--- src/rtl/unary_add_seq.sv ---
// Host-side sequencer for a serial unary adder: streams operands as unary pulses, then counts dout pulses back.
// Optional build macro UNARY_SELF_CHECK_EN adds a result/carry comparator driving mismatch.
module unary_add_seq #(
  parameter int W   = 3,
  parameter int TMO = (1 << W) + 2
) (
  input  logic         clk,
  input  logic         rst,
  input  logic         start,
  input  logic [W-1:0] op_a,
  input  logic [W-1:0] op_b,
  output logic         busy,
  output logic         done,
  output logic [W-1:0] result,
  output logic         ovf,
  output logic         tmo,
  output logic         mismatch,
  output logic         u_en,
  output logic         u_rw,
  output logic         u_a,
  output logic         u_b,
  input  logic         u_dout,
  input  logic         u_c
);

  localparam int RW = $clog2(TMO + 1);

  typedef enum logic [2:0] {S_IDLE, S_SEND, S_GAP, S_READ, S_FIN} state_t;

  state_t       state_q, state_d;
  logic [W-1:0] a_q, a_d, b_q, b_d, k_q, k_d;
  logic [RW-1:0] rcnt_q, rcnt_d;
  logic [W:0]   ones_q, ones_d;
  logic [W-1:0] result_q, result_d, n_m1;
  logic         busy_q, busy_d, done_q, done_d, ovf_q, ovf_d, tmo_q, tmo_d;
  logic         u_en_q, u_en_d, u_rw_q, u_rw_d, u_a_q, u_a_d, u_b_q, u_b_d;
  logic         sampled, fin;
`ifdef UNARY_SELF_CHECK_EN
  logic         mism_q, mism_d;

  function automatic logic self_check(input logic [W-1:0] a, input logic [W-1:0] b,
                                      input logic [W-1:0] r, input logic ov, input logic t);
    logic [W:0] s;
    s = {1'b0, a} + {1'b0, b};
    return (r != s[W-1:0]) || (ov != s[W]) || t;
  endfunction
`endif

  // Last send index is max(a,b)-1; only used when at least one operand is nonzero.
  assign n_m1 = ((a_q > b_q) ? a_q : b_q) - {{(W-1){1'b0}}, 1'b1};

  always_comb begin
    state_d  = state_q;
    a_d      = a_q;
    b_d      = b_q;
    k_d      = k_q;
    rcnt_d   = rcnt_q;
    ones_d   = ones_q;
    result_d = result_q;
    busy_d   = busy_q;
    done_d   = 1'b0;
    ovf_d    = ovf_q;
    tmo_d    = tmo_q;
    sampled  = 1'b0;
    fin      = 1'b0;
`ifdef UNARY_SELF_CHECK_EN
    mism_d   = mism_q;
`endif
    case (state_q)
      S_IDLE: begin
        if (start && !busy_q) begin
          a_d      = op_a;
          b_d      = op_b;
          k_d      = '0;
          ovf_d    = 1'b0;
          tmo_d    = 1'b0;
          result_d = '0;
          busy_d   = 1'b1;
`ifdef UNARY_SELF_CHECK_EN
          mism_d   = 1'b0;
`endif
          state_d  = (op_a == '0 && op_b == '0) ? S_GAP : S_SEND;
        end
      end
      S_SEND: begin
        // u_c lags by one cycle, so send cycle 0 carries nothing from this operation.
        if (k_q != '0 && u_c) ovf_d = 1'b1;
        if (k_q == n_m1) state_d = S_GAP;
        else             k_d = k_q + 1'b1;
      end
      S_GAP: begin
        if (u_c) ovf_d = 1'b1;
        rcnt_d  = '0;
        ones_d  = '0;
        state_d = S_READ;
      end
      S_READ: begin
        rcnt_d  = rcnt_q + 1'b1;
        sampled = (rcnt_q != '0);
        if (sampled && u_dout && ones_q != {(W+1){1'b1}}) ones_d = ones_q + 1'b1;
        if (sampled && !u_dout) begin
          fin = 1'b1;
        end else if (rcnt_q == RW'(TMO - 1)) begin
          tmo_d = 1'b1;
          fin   = 1'b1;
        end
        if (fin) begin
          state_d  = S_FIN;
          busy_d   = 1'b0;
          done_d   = 1'b1;
          result_d = ones_d[W-1:0];
`ifdef UNARY_SELF_CHECK_EN
          mism_d   = self_check(a_q, b_q, ones_d[W-1:0], ovf_q, tmo_d);
`endif
        end
      end
      S_FIN: begin
        state_d = S_IDLE;
      end
      default: state_d = S_IDLE;
    endcase

    // Adder pins are registered from the next state so they line up with state_q.
    u_en_d = (state_d == S_SEND) || (state_d == S_GAP) || (state_d == S_READ);
    u_rw_d = (state_d == S_READ);
    u_a_d  = (state_d == S_SEND) && (k_d < a_d);
    u_b_d  = (state_d == S_SEND) && (k_d < b_d);
  end

  always_ff @(posedge clk or posedge rst) begin
    if (rst) begin
      state_q  <= S_IDLE;
      a_q      <= '0;
      b_q      <= '0;
      k_q      <= '0;
      rcnt_q   <= '0;
      ones_q   <= '0;
      result_q <= '0;
      busy_q   <= 1'b0;
      done_q   <= 1'b0;
      ovf_q    <= 1'b0;
      tmo_q    <= 1'b0;
      u_en_q   <= 1'b0;
      u_rw_q   <= 1'b0;
      u_a_q    <= 1'b0;
      u_b_q    <= 1'b0;
`ifdef UNARY_SELF_CHECK_EN
      mism_q   <= 1'b0;
`endif
    end else begin
      state_q  <= state_d;
      a_q      <= a_d;
      b_q      <= b_d;
      k_q      <= k_d;
      rcnt_q   <= rcnt_d;
      ones_q   <= ones_d;
      result_q <= result_d;
      busy_q   <= busy_d;
      done_q   <= done_d;
      ovf_q    <= ovf_d;
      tmo_q    <= tmo_d;
      u_en_q   <= u_en_d;
      u_rw_q   <= u_rw_d;
      u_a_q    <= u_a_d;
      u_b_q    <= u_b_d;
`ifdef UNARY_SELF_CHECK_EN
      mism_q   <= mism_d;
`endif
    end
  end

  assign busy   = busy_q;
  assign done   = done_q;
  assign result = result_q;
  assign ovf    = ovf_q;
  assign tmo    = tmo_q;
  assign u_en   = u_en_q;
  assign u_rw   = u_rw_q;
  assign u_a    = u_a_q;
  assign u_b    = u_b_q;
`ifdef UNARY_SELF_CHECK_EN
  assign mismatch = mism_q;
`else
  assign mismatch = 1'b0;
`endif

endmodule

--- config.mk ---
export PLATFORM = sky130hd
export DESIGN_NAME = unary_add_seq
export DESIGN_NICKNAME = d
export VERILOG_FILES = /design/src/rtl/unary_add_seq.sv
export SDC_FILE = /design/constraint.sdc
export NUM_CORES = 1
export LEC_CHECK = 0
export CORE_MARGIN = 2
export CORE_UTILIZATION = 55
export DETAILED_ROUTE_END_ITERATION = 10
export PLACE_DENSITY = 0.79
export SYNTH_ARGS = -nofsm -noshare
export SYNTH_HDL_FRONTEND = slang
export SYNTH_SLANG_ARGS = --single-unit
export TNS_END_PERCENT = 50
--- constraint.sdc ---
create_clock -name clk -period 4.16 [get_ports clk]
set_clock_uncertainty 0.05 [all_clocks]
set_input_delay 1.04 -clock clk [delete_from_list [all_inputs] [get_ports clk]]
set_output_delay 1.04 -clock clk [all_outputs]
set_load 0.02 [all_outputs]
==> results of run 1 <==
-- worst paths after layout --
kind,to,depth (start not counted),slack (ps)
min in group asynchronous,u_a,3,1010
min reg2reg,result[1],2,440
max,u_b,14,260
max reg2reg,u_b,14,260
max in group asynchronous,state_q[1],3,2750
min,result[1],2,440
-- cell families (layout without fill, tap and decap cells) --
kind of cell / after synthesis / after routing / share of synthesized area (%)
mux: 10 / 10 / 5.804
xor+xnor: 5 / 5 / 2.335
compound gates: 43 / 43 / 15.81
buf+inv: 30 / 56 / 6.271
fa+ha+maj: 14 / 14 / 9.340
simple gates: 72 / 72 / 18.88
other cells: 1 / 1 / 0.1999
flops: 31 / 31 / 41.36
-- final cells by class --
class	count	area, um2
Timing Repair Buffer	24	232.7
Multi-Input combinational cell	145	993.5
Sequential cell	31	775.7
Inverter	24	90.09
Tap cell	46	57.56
Fill cell	297	1092
Clock buffer	8	68.82
-- stage by stage --
stage                     hold slack, ps  instances
final                              441.1        278
after global routing               469.0        278
after CTS                          446.7        277
after detailed placement           425.1        269
after global placement             421.3        269
after floorplan                    427.8        206
-- critical path: stages (launching register included) --
cell,delay (ps)
dfrtp_1,440
ha_1,390
nand3_1,130
a21boi_2,250
mux2i_2,260
ha_1,270
xnor2_1,170
or4b_4,580
a21oi_4,200
nor2_1,80
mux2_4,320
ha_1,270
inv_1,30
a311oi_1,260
a2111oi_2,60
-- cell usage in the layout, fill, tap and decap left out, drive strengths merged, types with 2 or more instances in the layout --
master and instances:
ha 14, dfrtp 31, or3 2, nand3 10
mux2i 6, buf 3, nand2 20, and2 2
a311oi 2, mux2 4, xnor2 4, clkbuf 8
nand2b 5, o31ai 2, nand3b 2, a41oi 2
clkdlybuf4s50 21, o21ai 15, inv 24, nor2b 3
nor2 20, a2111oi 2, nor3 2, a21oi 10
-- routing by layer --
metal / wire length (um) / up-vias / track usage, %
li1: - / 758 / -
met1: 1927 / 746 / 32.06
met2: 1875 / 30 / 33.56
met5: 0 / - / 0
met4: 78 / 0 / 10.00
met3: 162 / 6 / 5.586
-- timing repair --
| item | CTS | global route |
|---|---|---|
| resized for setup | 0 | 2 |
| setup endpoints to repair | 0 | 2 |
| buffers inserted | 0 | 1 |
-- flip-flops by register name, summed over array words and instances, names as in the netlist --
register	cells
a_q	3
b_q	3
busy	1
done	1
k_q	3
ones_q	4
ovf	1
rcnt_q	4
result	3
state_q	3
tmo	1
u_a	1
u_b	1
u_en	1
u_rw	1
==> impl_results.md, run 1 <==
- CTS sink count: 31
- Cts hold-fix bufs: 0
- CP Capture Type: flop
- First-pass GRT wire length: 6.886 mm
- Ys async rst share: 100.0%
- Drt pass-1 iters: 4
- WL per Instance: 14.55 um
- Pre-CTS setup slack: 191.4 ps
- CTS tree: built
- I/O pin cnt: 23
- CP Data Arrival Time: 4060 ps
- Top cells by area, synth: dfrtp_1 (41%), ha_1 (9.3%), inv_1 (4.8%)
- Max-Cap Viols: 0
- Max clock buf depth: 2
- Share of cells above drive strength 1: 9.914%
- Distinct cells, synth: 46
- Latest clock arrival within the worst-skew pair: 340 ps
- Top FF cell, synth: dfrtp_1
- Mean post-synth cell area: 9.105 um2
- Remaining DRCs: 0
- Setup crit start: a_q[2]
- Part of the cycle the worst path needs: 93.64%
- Min cycle time layout: 3896 ps
- CTS Buf Count: 5
- Worst Tran Pin Value: 580.4 ps
- Core area: between 0.003 and 0.004 mm2
- Hold WC Path Type: flop to flop
- Placement Cell Area: ~0.0021 mm2
- Starting density of the core: approximately 57%
- Max Slew Vio Count: 0
- Syn_nets: 231
- Largest area contributor in the netlist: dfrtp_1
- Unrepaired setup endpoints after global routing: false
- Crit path kind: flop to flop
- Post-synth EDFFs: 0
- # nets final: about 260
- Post-route core utilization: 67.01%
- Ant diodes: 0
- Area growth syn-to-layout: 18.28%
- H-Tree Depth: 2
- Setup TNS: 0 ps
- Remaining global-route overflow: 0
- Vias in the first global route: 1495
- Required time worst endpoint: 4320 ps
- DRT iter0 DRCs: 92
- Status: finished clean
- Vias per cell: 5.540
- Setup WS post-layout: roughly 260 ps
- Largest net degree at the start of global routing: 32
- Final Cell Area: 0.002218 mm2
- Synth warn: 0
- Clock Pin Slew Worst Setup and Hold Paths: 110 ps
- Port bufs: 21
- Seq/Total Area, Yosys: a little over 40%
- Fmax: 256.7 MHz
- Worst min-delay path startpoint: result[1]
- Synth Instances: 206
- DP Wirelength: 2.924 mm
- Die width: between 60 and 70 um
- Drt total wl: 4.045 mm
- Most numerous cell in the Yosys netlist: dfrtp_1
- #FFs+latches synth: 31
- Relative slew margins: about three fifths
- Share of the synthesized area in the top cell type: 41.36%
- CTS root buf: clkbuf_4
- Crit-path max FO: 6
- Core Rows: 21
- Final setup violating endpoints: 0
- Commonest cells post-synth: dfrtp_1 (31), inv_1 (24), nand2_1 (20), nor2_1 (20), o21ai_0 (15)
- Final Hold Viols: 0
- Netlist Area Pre-Place: approximately 0.0019 mm2
- Startpoint types: flop
- Via count: between 1500 and 2000
- GR Util All Layers: a little under a quarter
- DIE AREA: 0.003893 mm2
- Initial antenna violation count: 0
- GP Congestion: 0.7885
- Die height: 62.40 um
- Final ANT Viol Nets: 0
- Worst reg2reg startpoint: a_q[2]
Power of run 1 is not shown: default switching activity piles up to over one toggle a cycle in this logic, so the estimate is an artifact.
==> run 2, diff against run 1 <==
--- a/config.mk
+++ b/config.mk
@@ -5,10 +5,12 @@
 export SDC_FILE = /design/constraint.sdc
 export NUM_CORES = 1
 export LEC_CHECK = 0
+export ABC_AREA = 1
 export CORE_MARGIN = 2
 export CORE_UTILIZATION = 55
 export DETAILED_ROUTE_END_ITERATION = 10
 export PLACE_DENSITY = 0.79
+export SLEW_MARGIN = 5
 export SYNTH_ARGS = -nofsm -noshare
 export SYNTH_HDL_FRONTEND = slang
 export SYNTH_SLANG_ARGS = --single-unit
==> impl_results.md, run 2 <==
- Status: finished clean
- Fmax: 321.5 MHz (+25%)
- Part of the cycle the worst path needs: 74.77% (-19 points)
- Share of the synthesized area in the top cell type: 42.21% (+0.84 points)
- Top FF cell, synth: dfrtp_1
- H-Tree Depth: 2 (unchanged)
- Min cycle time layout: 3110 ps (-785.2 ps)
- Hold Crit Depth: 2 (unchanged)
- Clock Pin Slew Worst Setup and Hold Paths: 90 ps (-20 ps)
- Die width: 61.81 um (-0.94%)
- DIE AREA: 0.003820 mm2 (-1.9%)
- Largest area contributor in the netlist: dfrtp_1
- CTS tree: built
- CTS Buf Count: 5 (unchanged)
- Core area: 0.003128 mm2 (-5.5%)
- Seq/Total Area, Yosys: 42.21% (+0.84 points)
- Crit path cell chain: ha_1 -> a21oi_2 -> nand2_4 -> nand2_4 -> o21ai_0 -> ha_1 -> xor2_1 -> nand3b_1 -> nand2_2 -> nand3_4 -> nand2_1 -> nor2_1 -> o21ai_0 -> nand2_1 -> ha_1 -> a21oi_1 -> nand2_1 -> a21oi_2
- Pre-CTS setup slack: 906.9 ps (+715.5 ps)
- Cts hold-fix bufs: 0 (unchanged)
- Crit-path max FO: 6 (unchanged)
- Hold Path End: result[2]
- Fill cells: 264 (-11%)
- Latest clock arrival within the worst-skew pair: 320 ps (-20 ps)
- Reg2reg end: u_a
- CTS sink count: 31 (unchanged)
- Setup WS post-layout: 1050 ps (+785.2 ps)
- Post-synth EDFFs: 0 (unchanged)
- Max clock buf depth: 2 (unchanged)
- CP Capture Type: flop
- P_leak: roughly 1.1 nW
- Initial antenna violation count: 0 (unchanged)
- Via count: 1461 (-5.1%)
- Reg2Reg Depth: 18 (+4)
- Required time worst endpoint: 4370 ps (+50 ps)
- Vias in the first global route: 1294 (-13%)
- Commonest cells after routing, fill and taps aside: inv_1 (35), nand2_1 (35), dfrtp_1 (31)
- Die height: 61.81 um (-0.94%)
- Ant diodes: 0 (unchanged)
- Hold WC Path Type: flop to flop
- Drt pass-1 iters: 4 (unchanged)
- Final Hold Viols: 0 (unchanged)
- Synth warn: 0 (unchanged)
- Peak supply drop: 0.0004445 V
- Final ANT Viol Nets: 0 (unchanged)
- Max-Cap Viols: 0 (unchanged)
- CP Data Arrival Time: 3320 ps (-740 ps)
- Synth Instances: 215 (+4.4%)
- CTS root buf: clkbuf_4
- Commonest cells post-synth: inv_1 (35), nand2_1 (35), dfrtp_1 (31)
- Remaining DRCs: 0 (unchanged)
- Area growth syn-to-layout: 17.49%
- Top cells by area, synth: dfrtp_1 (42%), ha_1 (9.5%), inv_1 (7.1%)
- Drt total wl: 3.461 mm (-14%)
- Crit path kind: flop to flop
- Slowest CP cell: dfrtp_1
- Remaining global-route overflow: 0 (unchanged)
- Storage cell area: 775.7 um2 (unchanged)
- Fin Hold WS: 443.4 ps (+2.334 ps)
- Unrepaired setup endpoints after global routing: false
- # nets final: 268 (+4.7%)
- Share of cells above drive strength 1: 13.17% (+3.3 points)
- Post-route core utilization: 69.04% (+2.0 points)
- Delay of the slowest critical-path stage: 420 ps (-160 ps)
- Vias per cell: 5.091 (-8.1%)
- Worst min-delay path startpoint: result[2]
- Post-CTS Setup Inserts: 0 (unchanged)
- Starting density of the core: 58.76% (+2.1 points)
- Cell family with most CP delay: adder cells
- Power per cell area: around 830 mW/mm2
- Ys async rst share: 100.0% (unchanged)
- R2r setup slk: 1050 ps (+790 ps)
- Largest net degree at the start of global routing: 32 (unchanged)
- Buf/Inv on CP: 0 (-1)
- Cts repair resizes: 0 (unchanged)
- GR Util All Layers: 21.70% (-1.1 points)
- DRT iter0 DRCs: 100 (+8.7%)
- Port bufs: 21 (unchanged)
- Max Slew Vio Count: 0 (unchanged)
- Syn_nets: 240 (+3.9%)
- Top flop regs: ones_q (4), rcnt_q (4)
- Setup TNS: 0 ps (unchanged)
- I/O pin cnt: 23 (unchanged)
- Multi-input logic area: 912.1 um2 (-8.2%)
- First-pass GRT wire length: 5.871 mm (-15%)
- Final setup violating endpoints: 0 (unchanged)
- Worst reg2reg startpoint: a_q[2]
- Core Rows: 20 (-4.8%)
- Startpoint types: flop
- Mean post-synth cell area: 8.549 um2 (-6.1%)
- GP Congestion: 0.8790 (+11%)
- DP Wirelength: 2.730 mm (-6.6%)
- #FFs+latches synth: 31 (unchanged)
- Distinct cells, synth: 30 (-35%)
- WL per Instance: 12.06 um (-17%)
- Netlist Area Pre-Place: 0.001838 mm2 (-2.0%)
[run 2: through the flow]
stage,cell area (um2),power [mW],cells
2_1_floorplan,1838,1.372,215
6_report,2160,1.803,287
3_5_place_dp,2103,1.636,280
5_1_grt,2160,1.982,287
4_1_cts,2160,1.818,287
3_3_place_gp,2103,1.613,280
[run 2: final cells by class]
class	instances	share of cell area [%]
multi-input combinational	145	42.24
clock buffer	6	2.375
timing repair buffer	22	10.08
inverter	38	6.605
tap	44	2.549
clock inverter	1	0.2317
sequential	31	35.92
[run 2: worst max-delay path by stage]
stage                     startpoint  end  slack [ps]  cells past startpoint
after detailed placement       start  u_a         910                     12
after global routing          b_q[2]  u_a         710                     20
after floorplan               a_q[2]  u_a        1290                     18
final                         a_q[2]  u_a        1050                     18
after CTS                     a_q[2]  u_a        1060                     18
after global placement         start  u_a         920                     12
[run 2: metal layers]
metal | vias up | GRT usage, % | part of all wire [%]
li1 | 760 | - | -
met1 | 663 | 32.35 | 53
met2 | 31 | 30.53 | 42
met3 | 7 | 5.590 | 3.4
met4 | 0 | 7.903 | 1.5
met5 | - | 0 | 0
[run 2: kinds of logic after synthesis]
logic type | count (synthesis) | share of synthesized area, %
flops | 31 | 42.21
xor+xnor | 5 | 2.382
simple gates | 88 | 25.87
compound gates | 37 | 11.64
other cells | 1 | 0.2040
fa+ha+maj | 14 | 9.530
buf+inv | 39 | 8.169
[run 2: worst reg2reg max path, delay by kind of cell, from the launching register on]
family | cells | cell delay (ps)
adders and majority gates | 3 | 880
and+or+nand+nor | 9 | 850
AOI/OAI and AO/OA | 5 | 700
DFF | 1 | 420
xor gates and xnor gates | 1 | 150
[run 2: power breakdown]
group,switching (mW),internal (mW),total (mW),leakage (nW)
clock,0.0964,0.0782,0.175,0.0341
combinational,0.700,0.430,1.13,0.631
sequential,0.0818,0.417,0.498,0.396
total,0.879,0.924,1.80,1.06
Power figures use the tool's default switching activity.
